### src/rtl/deck_dealer.sv
// deck_dealer: 52-card deck responder. Fills the deck in rank order, shuffles
// it with a Fisher-Yates pass driven by a 6-bit LFSR (x^6+x^5+1), then deals
// cards one at a time over a 4-phase card handshake, flagging exhaustion.
module deck_dealer (
  input  logic       clk,
  input  logic       rst,
  input  logic       shuffle_start,
  input  logic [5:0] seed,
  output logic       shuffle_ready,
  input  logic       card_start,
  output logic       card_ready,
  output logic [3:0] card,
  output logic       card_overflow
);

  localparam int unsigned DECK  = 52;
  localparam int unsigned RANKS = 13;
  localparam int unsigned IW    = 6;

  typedef enum logic [2:0] {
    ST_IDLE,
    ST_FILL,
    ST_SHUF,
    ST_SDONE,
    ST_CARD
  } state_t;

  state_t          r_state;
  logic [IW-1:0]   r_lfsr;
  logic [IW-1:0]   r_k;
  logic [IW-1:0]   r_i;
  logic [IW-1:0]   r_ptr;
  logic [3:0]      r_rank;
  logic [3:0]      r_mem [DECK];

  logic [IW-1:0]   w_j;
  logic [IW-1:0]   w_lfsr_next;
  logic [IW-1:0]   w_seed;
  logic            w_swap;
  logic            w_deck_left;

  // Shuffle datapath: candidate index, LFSR step, seed sanitising
  assign w_j         = r_lfsr - IW'(1);
  assign w_lfsr_next = {r_lfsr[4:0], r_lfsr[5] ^ r_lfsr[4]};
  assign w_seed      = (seed == '0) ? IW'(1) : seed;
  assign w_swap      = (w_j <= r_i);
  assign w_deck_left = (r_ptr < IW'(DECK));

  // Control FSM with registered handshake and card outputs
  always_ff @(posedge clk or posedge rst) begin
    if (rst) begin
      r_state       <= ST_IDLE;
      r_lfsr        <= IW'(1);
      r_k           <= '0;
      r_i           <= '0;
      r_rank        <= 4'd1;
      r_ptr         <= IW'(DECK);
      shuffle_ready <= 1'b1;
      card_ready    <= 1'b0;
      card          <= 4'd0;
      card_overflow <= 1'b1;
    end else begin
      case (r_state)
        ST_IDLE: begin
          if (shuffle_start) begin
            r_lfsr        <= w_seed;
            r_k           <= '0;
            r_rank        <= 4'd1;
            shuffle_ready <= 1'b0;
            r_state       <= ST_FILL;
          end else if (card_start) begin
            if (w_deck_left) begin
              card  <= r_mem[r_ptr];
              r_ptr <= r_ptr + IW'(1);
            end else begin
              card          <= 4'd0;
              card_overflow <= 1'b1;
            end
            card_ready <= 1'b1;
            r_state    <= ST_CARD;
          end
        end
        ST_FILL: begin
          r_k    <= r_k + IW'(1);
          r_rank <= (r_rank == 4'(RANKS)) ? 4'd1 : r_rank + 4'd1;
          if (r_k == IW'(DECK - 1)) begin
            r_i     <= IW'(DECK - 1);
            r_state <= ST_SHUF;
          end
        end
        ST_SHUF: begin
          r_lfsr <= w_lfsr_next;
          if (w_swap) begin
            r_i <= r_i - IW'(1);
            if (r_i == IW'(1)) begin
              r_state <= ST_SDONE;
            end
          end
        end
        ST_SDONE: begin
          r_ptr         <= '0;
          card_overflow <= 1'b0;
          if (!shuffle_start) begin
            shuffle_ready <= 1'b1;
            r_state       <= ST_IDLE;
          end
        end
        ST_CARD: begin
          if (!card_start) begin
            card_ready <= 1'b0;
            r_state    <= ST_IDLE;
          end
        end
        default: r_state <= ST_IDLE;
      endcase
    end
  end

  // Deck storage: rank fill, then in-place swaps; intentionally not reset
  always_ff @(posedge clk) begin
    if (r_state == ST_FILL) begin
      r_mem[r_k] <= r_rank;
    end else if ((r_state == ST_SHUF) && w_swap) begin
      r_mem[r_i] <= r_mem[w_j];
      r_mem[w_j] <= r_mem[r_i];
    end
  end

endmodule
### config.mk
export PLATFORM = sky130hd
export DESIGN_NAME = deck_dealer
export DESIGN_NICKNAME = d
export VERILOG_FILES = /design/src/rtl/deck_dealer.sv
export SDC_FILE = /design/constraint.sdc
export NUM_CORES = 1
export LEC_CHECK = 0
export CORE_MARGIN = 5
export CORE_UTILIZATION = 58
export CTS_BUF_LIST = sky130_fd_sc_hd__clkbuf_4 sky130_fd_sc_hd__clkbuf_8 sky130_fd_sc_hd__clkbuf_16
export DETAILED_ROUTE_END_ITERATION = 10
export GPL_TIMING_DRIVEN = 1
export MAX_ROUTING_LAYER = met4
export PLACE_DENSITY_LB_ADDON = 0.3
export SETUP_SLACK_MARGIN = 0.4
export SLEW_MARGIN = 20
export SYNTH_ARGS = -nofsm -noshare
export SYNTH_HDL_FRONTEND = slang
export SYNTH_SLANG_ARGS = --single-unit
### constraint.sdc
create_clock -name clk -period 4.6 [get_ports clk]
set_clock_uncertainty 0.2 [all_clocks]
set_input_delay 0.69 -clock clk [delete_from_list [all_inputs] [get_ports clk]]
set_output_delay 0.69 -clock clk [all_outputs]
set_load 0.05 [all_outputs]
==> flow_summary.yaml, run 1 <==
clocking:
  cts_htree_levels: 1
  clk_path_buf_depth: 3
  cts_root_buf: "clkbuf_16"
  clock_latency_ns: 0.56
  numCtsBuffers: 26
  clock_sinks: 246
  clk_pin_slew_ns: 0.06
  cts_tree: "done"
global_routing:
  grt_pass1_wl_um: 87900
  grtUsageMet2_pct: 51.8
  grt_max_degree: 71
  grt_pass1_vias: 13100
  antenna_found_initial: 2
  gr-usage-all-layers_pct: 36.1
  grtUsageMet1_pct: 48.0
  grt_use_met3_pct: 9.56
  grt_overflow: 0
  grt_busiest_layer: "met2"
detailed_routing:
  totalWireLength_um: 59100
  avgViaCountPerCell: 7.64
  drt_pass1_iterations: 6
  routedWlPerCell_um: 32.8
  drc_errors: 0
  drtIter0Drc: 2394
  vias: 13800
  drtAntennaViolNets: 0
floorplan:
  start_util_pct: 59.1
  dieArea_sq_um: 33000
  io_pins: 17
  die_y_um: 182
  num_rows: 62
  core-area_sq_um: 28900
  fp.dieW_um: 182
pwr:
  irDropWorstVdd_uv: 643
  powerDensity_nw_per_um2: 636
  power_leakage_nw: 6.08
  total_power_mw: 12.3
critical_path:
  worstSetupStartpointType: "flop"
  reg2reg_to: "r_mem[44][0]$_DFFE_PP_"
  cp_cell_sequence: "inv_1 -> ha_4 -> nor3b_4 -> xor2_1 -> ha_1 -> o211a_1 -> a211oi_2 -> a211oi_4 -> nand2b_4 -> a221o_1 -> o32ai_4 -> buf_4 -> buf_12 -> mux2i_1"
  crit_fanout: 27
  cpMaxStageDelayCell: "dfrtp_2"
  r2r_setup_slack_ns: 0.49
  cpPeakStageDelay_ns: 0.48
  arrival_ns: 4.19
  r2r_start: "r_lfsr[1]$_DFFE_PP0P_"
  r2r_cells: 14
  cp.required_ns: 4.68
  crit_type: "reg2reg"
  end_kind: "flop"
  critical_path.n_buffers_inverters: 3
  critPathTopFamily: "compound AO/OA/AOI/OAI gates"
timing:
  finalHoldViolations: 0
  min_period_over_period_pct: 89.3
  final-setup-viol-count: 0
  rsz0062_at_grt: "true"
  worst_slew_margin_rel_pct: 22.0
  tightest_slew_ns: 1.17
  slew_violations: 0
  tns_ns: 0
  fmaxAchievable_mhz: 243
  layout_min_cycle_time_ns: 4.11
synth:
  ys_ff_latch: 246
  synth_common_cells: "249 x mux2i_1, 208 x edfxtp_1, 165 x nand2_1"
  synth_area_leader_cell: "edfxtp_1"
  syn_nets: 1448
  synth_cells: 1425
  avgSynthCellArea_sq_um: 12.0
  yosys.cell_count.top_type: "mux2i_1"
  async_flop_share_pct: 15.4
  ys_seq_area_share_pct: 42.1
  netlist_area_sq_um: 17100
  synth_edf_count: 208
  yosysTopAreaCellShare_pct: 36.5
  synthFlopType: "edfxtp_1"
  synthTopCellsByArea: "edfxtp_1 37%, mux4_2 18%, mux2i_1 15%"
  yosys_warnings: 0
  synth_cell_types: 80
layout:
  nets: 1422
  areaGrowthSynthToFinish_pct: 12.9
  drive_gt1_share_pct: 29.2
place:
  hpwlAfterDp_um: 39800
  place_congestion: 1.04
  io_buffer_count: 16
min_path:
  hp-start: "shuffle_ready$_DFFE_PP1P_"
  min_path_cells: 2
  hold_class: "reg2reg"
  whs_endpoint: "shuffle_ready$_DFFE_PP1P_"
run_status:
  status: "completed"
flow_run:
  maxCapViolCount: 0
==> what timing repair did <==
action | 4_1_cts | 5_1_grt
gates cloned | 0 | 3
buffers inserted | 2 | 6
endpoints found under the hold margin | 0 | 0
hold buffers | 0 | 0
resized for setup | 36 | 45
pin swaps | 2 | 5
setup endpoints to repair | 334 | 414
==> layout make-up <==
| type | count | area (sq um) |
|---|---|---|
| Clock buffer | 36 | 749 |
| Clock inverter | 12 | 82.6 |
| Tap cell | 384 | 480 |
| Timing Repair Buffer | 82 | 795 |
| Fill cell | 2097 | 9610 |
| Antenna cell | 2 | 5.00 |
| Sequential cell | 246 | 7220 |
| Multi-Input combinational cell | 1029 | 9940 |
| Inverter | 14 | 55.1 |
==> flip-flops by register name (all words and copies together) (netlist names) <==
register and flops:
r_i 6, r_ptr 6, r_rank 4, r_k 6, shuffle_ready 1, card_ready 1, r_mem 208, card_overflow 1
r_lfsr 6, card 4, r_state 3
==> power breakdown <==
part	total [mW]	internal [mW]	switching, mW
registers	3.34	2.86	0.476
logic	6.86	2.49	4.37
clock network	2.09	1.19	0.900
==> tightest hold or removal path, stage by stage, from the launching register on <==
cell and delay (ns):
dfstp_2 0.37, o21ai_0 0.06, nand2_1 0.05
==> routing by layer <==
layer  part of all wire, %  wire length, um  vias to the layer above
li1                      -                -                     5534
met1                    36            21100                     6749
met2                    44            26100                     1248
met3                    14             8160                      260
met4                   6.4             3790                        0
met5                     0                0                        -
==> stage by stage <==
step	area (sq um)	cells	setup WS (ns)	hold slack, ns	utilization, %
2_1_floorplan	17600	1425	0.410	0.291	-
3_3_place_gp	18000	1744	0.238	0.271	62.3
3_5_place_dp	18000	1744	0.0520	0.277	62.3
4_1_cts	19000	1794	0.349	0.289	65.7
5_1_grt	19300	1805	0.383	0.292	66.8
6_report	19300	1805	0.493	0.282	66.8
==> worst max path at each step <==
stage                     depth (start not counted)                endpoint             startpoint
after global routing                             13  r_mem[51][0]$_DFFE_PP_  r_lfsr[1]$_DFFE_PP0P_
final                                            14  r_mem[44][0]$_DFFE_PP_  r_lfsr[1]$_DFFE_PP0P_
after CTS                                        11  r_mem[46][1]$_DFFE_PP_  r_lfsr[1]$_DFFE_PP0P_
after global placement                           11  r_mem[50][0]$_DFFE_PP_  r_lfsr[1]$_DFFE_PP0P_
after detailed placement                         11  r_mem[50][2]$_DFFE_PP_  r_lfsr[1]$_DFFE_PP0P_
after floorplan                                  19  r_mem[24][0]$_DFFE_PP_  r_lfsr[0]$_DFFE_PP1P_
==> layout by cell type, fill, tap and decap left out, types with 6 or more instances in the layout <==
cell type          n
nand4_1           23
a32oi_1            9
nand3_1           38
buf_4             55
ha_1              12
mux2_2            16
clkdlybuf4s50_1   16
a22oi_1           10
nor2b_1           11
dfrtp_1           26
mux4_2           133
clkbuf_4           8
nand2_1          148
a21oi_1           20
mux2i_1          247
a31oi_1           13
o22ai_2           42
nand2_4            6
nor2_1            61
o22ai_4            8
clkbuf_16         29
o22ai_1           11
and3_1             8
nand2b_1          11
nor3_1            11
o21ai_0           44
inv_1              8
dfstp_2            7
nor2_2            34
nand2_2           11
buf_12             8
clkinv_1           7
edfxtp_1         208
xor2_1             6
==> cell families after synthesis <==
kind of cell / synth area share, %
compound gates: 8.33
xor+xnor: 0.658
fa+ha+maj: 0.951
buf+inv: 4.20
flops: 42.1
mux: 33.2
simple gates: 10.6
Power figures use the tool's default switching activity.
==> run 2: changes to the inputs <==
- SLEW_MARGIN: 20 -> 5
==> results of run 2 <==
Final layout, timing and power as in run 1 (identical DEF).
==> run 3: changes to the inputs <==
- CTS_BUF_LIST: sky130_fd_sc_hd__clkbuf_4 sky130_fd_sc_hd__clkbuf_8 sky130_fd_sc_hd__clkbuf_16 -> unset
==> run 3 against run 2 <==
  * Total power about the same
  * Clock power down 2%
  * First-iteration DRC count down 5.6%
  * Register-to-register slack worse by 0.02 ns
  * Cell count up 0.11%
  * Clock-buffer cell count unchanged
==> flow_summary.yaml, run 3 (synthesis results as in run 1) <==
place:
  io_buffer_count: 16
  hpwlAfterDp_um: 39800
  dp_slack_ns: 0.0520
  place_congestion: 1.04
  dp_cells: 1744
detailed_routing:
  drtIter0Drc: 2259
  drt_pass1_iterations: 6
  routedWlPerCell_um: 32.8
  vias: 13800
  totalWireLength_um: 59300
  avgViaCountPerCell: 7.63
  drtAntennaViolNets: 0
  drc_errors: 0
layout:
  mostFrequentLayoutCells: "247 x mux2i_1, 208 x edfxtp_1, 148 x nand2_1"
  largest_register_ffs: 208
  layout_commonest_cell: "mux2i_1"
  regMostFlops: "r_mem"
  nets: 1423
  areaGrowthSynthToFinish_pct: 12.9
  fillCellCount: 2112
  final_core_util_pct: 66.7
  fin_cells: 1807
  drive_gt1_share_pct: 28.5
floorplan:
  num_rows: 62
  dieArea_sq_um: 33000
  start_util_pct: 59.1
  core-area_sq_um: 28900
  die_y_um: 182
  fp.dieW_um: 182
  io_pins: 17
timing:
  final-setup-viol-count: 0
  holdWs_ns: 0.283
  setup_slack_ns: 0.476
  worst_slew_margin_rel_pct: 23.4
  finalHoldViolations: 0
  tns_ns: 0
  layout_min_cycle_time_ns: 4.12
  slew_violations: 0
  min_period_over_period_pct: 89.7
  rsz0062_at_grt: "false"
  fmaxAchievable_mhz: 242
  tightest_slew_ns: 1.15
min_path:
  hold_class: "reg2reg"
clocking:
  cts_root_buf: "clkbuf_16"
  cts_htree_levels: 1
  clock_sinks: 246
  clk_pin_slew_ns: 0.06
  clock_latency_ns: 0.55
  clk_path_buf_depth: 3
  cts_tree: "done"
  holdBufCountCts: 0
  numCtsBuffers: 26
critical_path:
  crit_type: "reg2reg"
  cp.required_ns: 4.68
  arrival_ns: 4.20
  end_kind: "flop"
  crit_fanout: 27
  worstSetupStartpointType: "flop"
pwr:
  powerDensity_nw_per_um2: 637
  seqPwrFrac_pct: 27.2
  power_leakage_nw: 6.07
  combPwrFrac_pct: 56.2
  clkPwrFrac_pct: 16.6
  p_sw_share_pct: 47.0
  p_int_mw: 6.51
  irDropWorstVdd_uv: 647
  p_sw_mw: 5.78
global_routing:
  grt_max_degree: 71
  grt_pass1_vias: 13100
  antenna_found_initial: 3
  gr-usage-all-layers_pct: 36.2
  grt_pass1_wl_um: 88100
  grt_overflow: 0
flow_run:
  maxCapViolCount: 0
run_status:
  status: "completed"
run 3: what timing repair did:
action | CTS | global route
pin swaps | 2 | 5
buffers inserted | 2 | 7
setup endpoints to repair | 334 | 414
cloned | 0 | 3
resized for setup | 36 | 43
run 3: worst paths after layout:
kind | endpoint | slack, ns | start | cells past startpoint
max reg2reg | r_mem[25][0]$_DFFE_PP_ | 0.48 | r_lfsr[0]$_DFFE_PP1P_ | 13
max in group asynchronous | r_ptr[1]$_DFFE_PP0P_ | 3.46 | rst | 3
min | shuffle_ready$_DFFE_PP1P_ | 0.28 | shuffle_ready$_DFFE_PP1P_ | 2
min in group asynchronous | r_lfsr[1]$_DFFE_PP0P_ | 0.36 | rst | 3
max | r_mem[25][0]$_DFFE_PP_ | 0.48 | r_lfsr[0]$_DFFE_PP1P_ | 13
min reg2reg | shuffle_ready$_DFFE_PP1P_ | 0.28 | shuffle_ready$_DFFE_PP1P_ | 2
run 3: per-stage QoR:
stage	total power [mW]	instance area, sq um
2_1_floorplan	7.50	17600
3_3_place_gp	9.56	18000
3_5_place_dp	9.61	18000
4_1_cts	11.8	19000
5_1_grt	12.6	19300
6_report	12.3	19300
run 3: worst max-delay path, stage by stage, from the launching register on:
cell and delay, ns:
dfstp_2 0.60, inv_4 0.07, ha_4 0.24, inv_2 0.27
ha_1 0.32, nor2b_1 0.13, o21ai_0 0.33, a211oi_4 0.20
nand2b_4 0.26, a221o_1 0.38, o32ai_4 0.35, buf_4 0.19
buf_12 0.20, mux2i_1 0.11
run 3: cell type report:
class	instances	area (sq um)	share of cell area, %
diodes	3	7.51	0.0389
clock buffers	36	719	3.73
well taps	384	480	2.49
multi-input cells	1029	9940	51.4
clock inverters	12	82.6	0.428
inverters	14	55.1	0.285
flip-flops and latches	246	7220	37.4
repair buffers	83	815	4.22
run 3: per-layer routing:
layer,part of all wire [%],vias to the layer above,GRT usage (%)
li1,-,5547,-
met1,35,6721,47.9
met2,44,1251,52.0
met3,15,272,9.94
met4,6.5,0,17.3
met5,0,-,-
run 3: power groups by stage:
stage / Clock (mW) / Combinational, mW / Sequential (mW)
finish: 2.04 / 6.91 / 3.34
CTS: 2.04 / 6.41 / 3.32
detailed placement: 0 / 6.25 / 3.36
floorplan: 0 / 4.44 / 3.05
global route: 2.15 / 7.13 / 3.36
global placement: 0 / 6.20 / 3.36
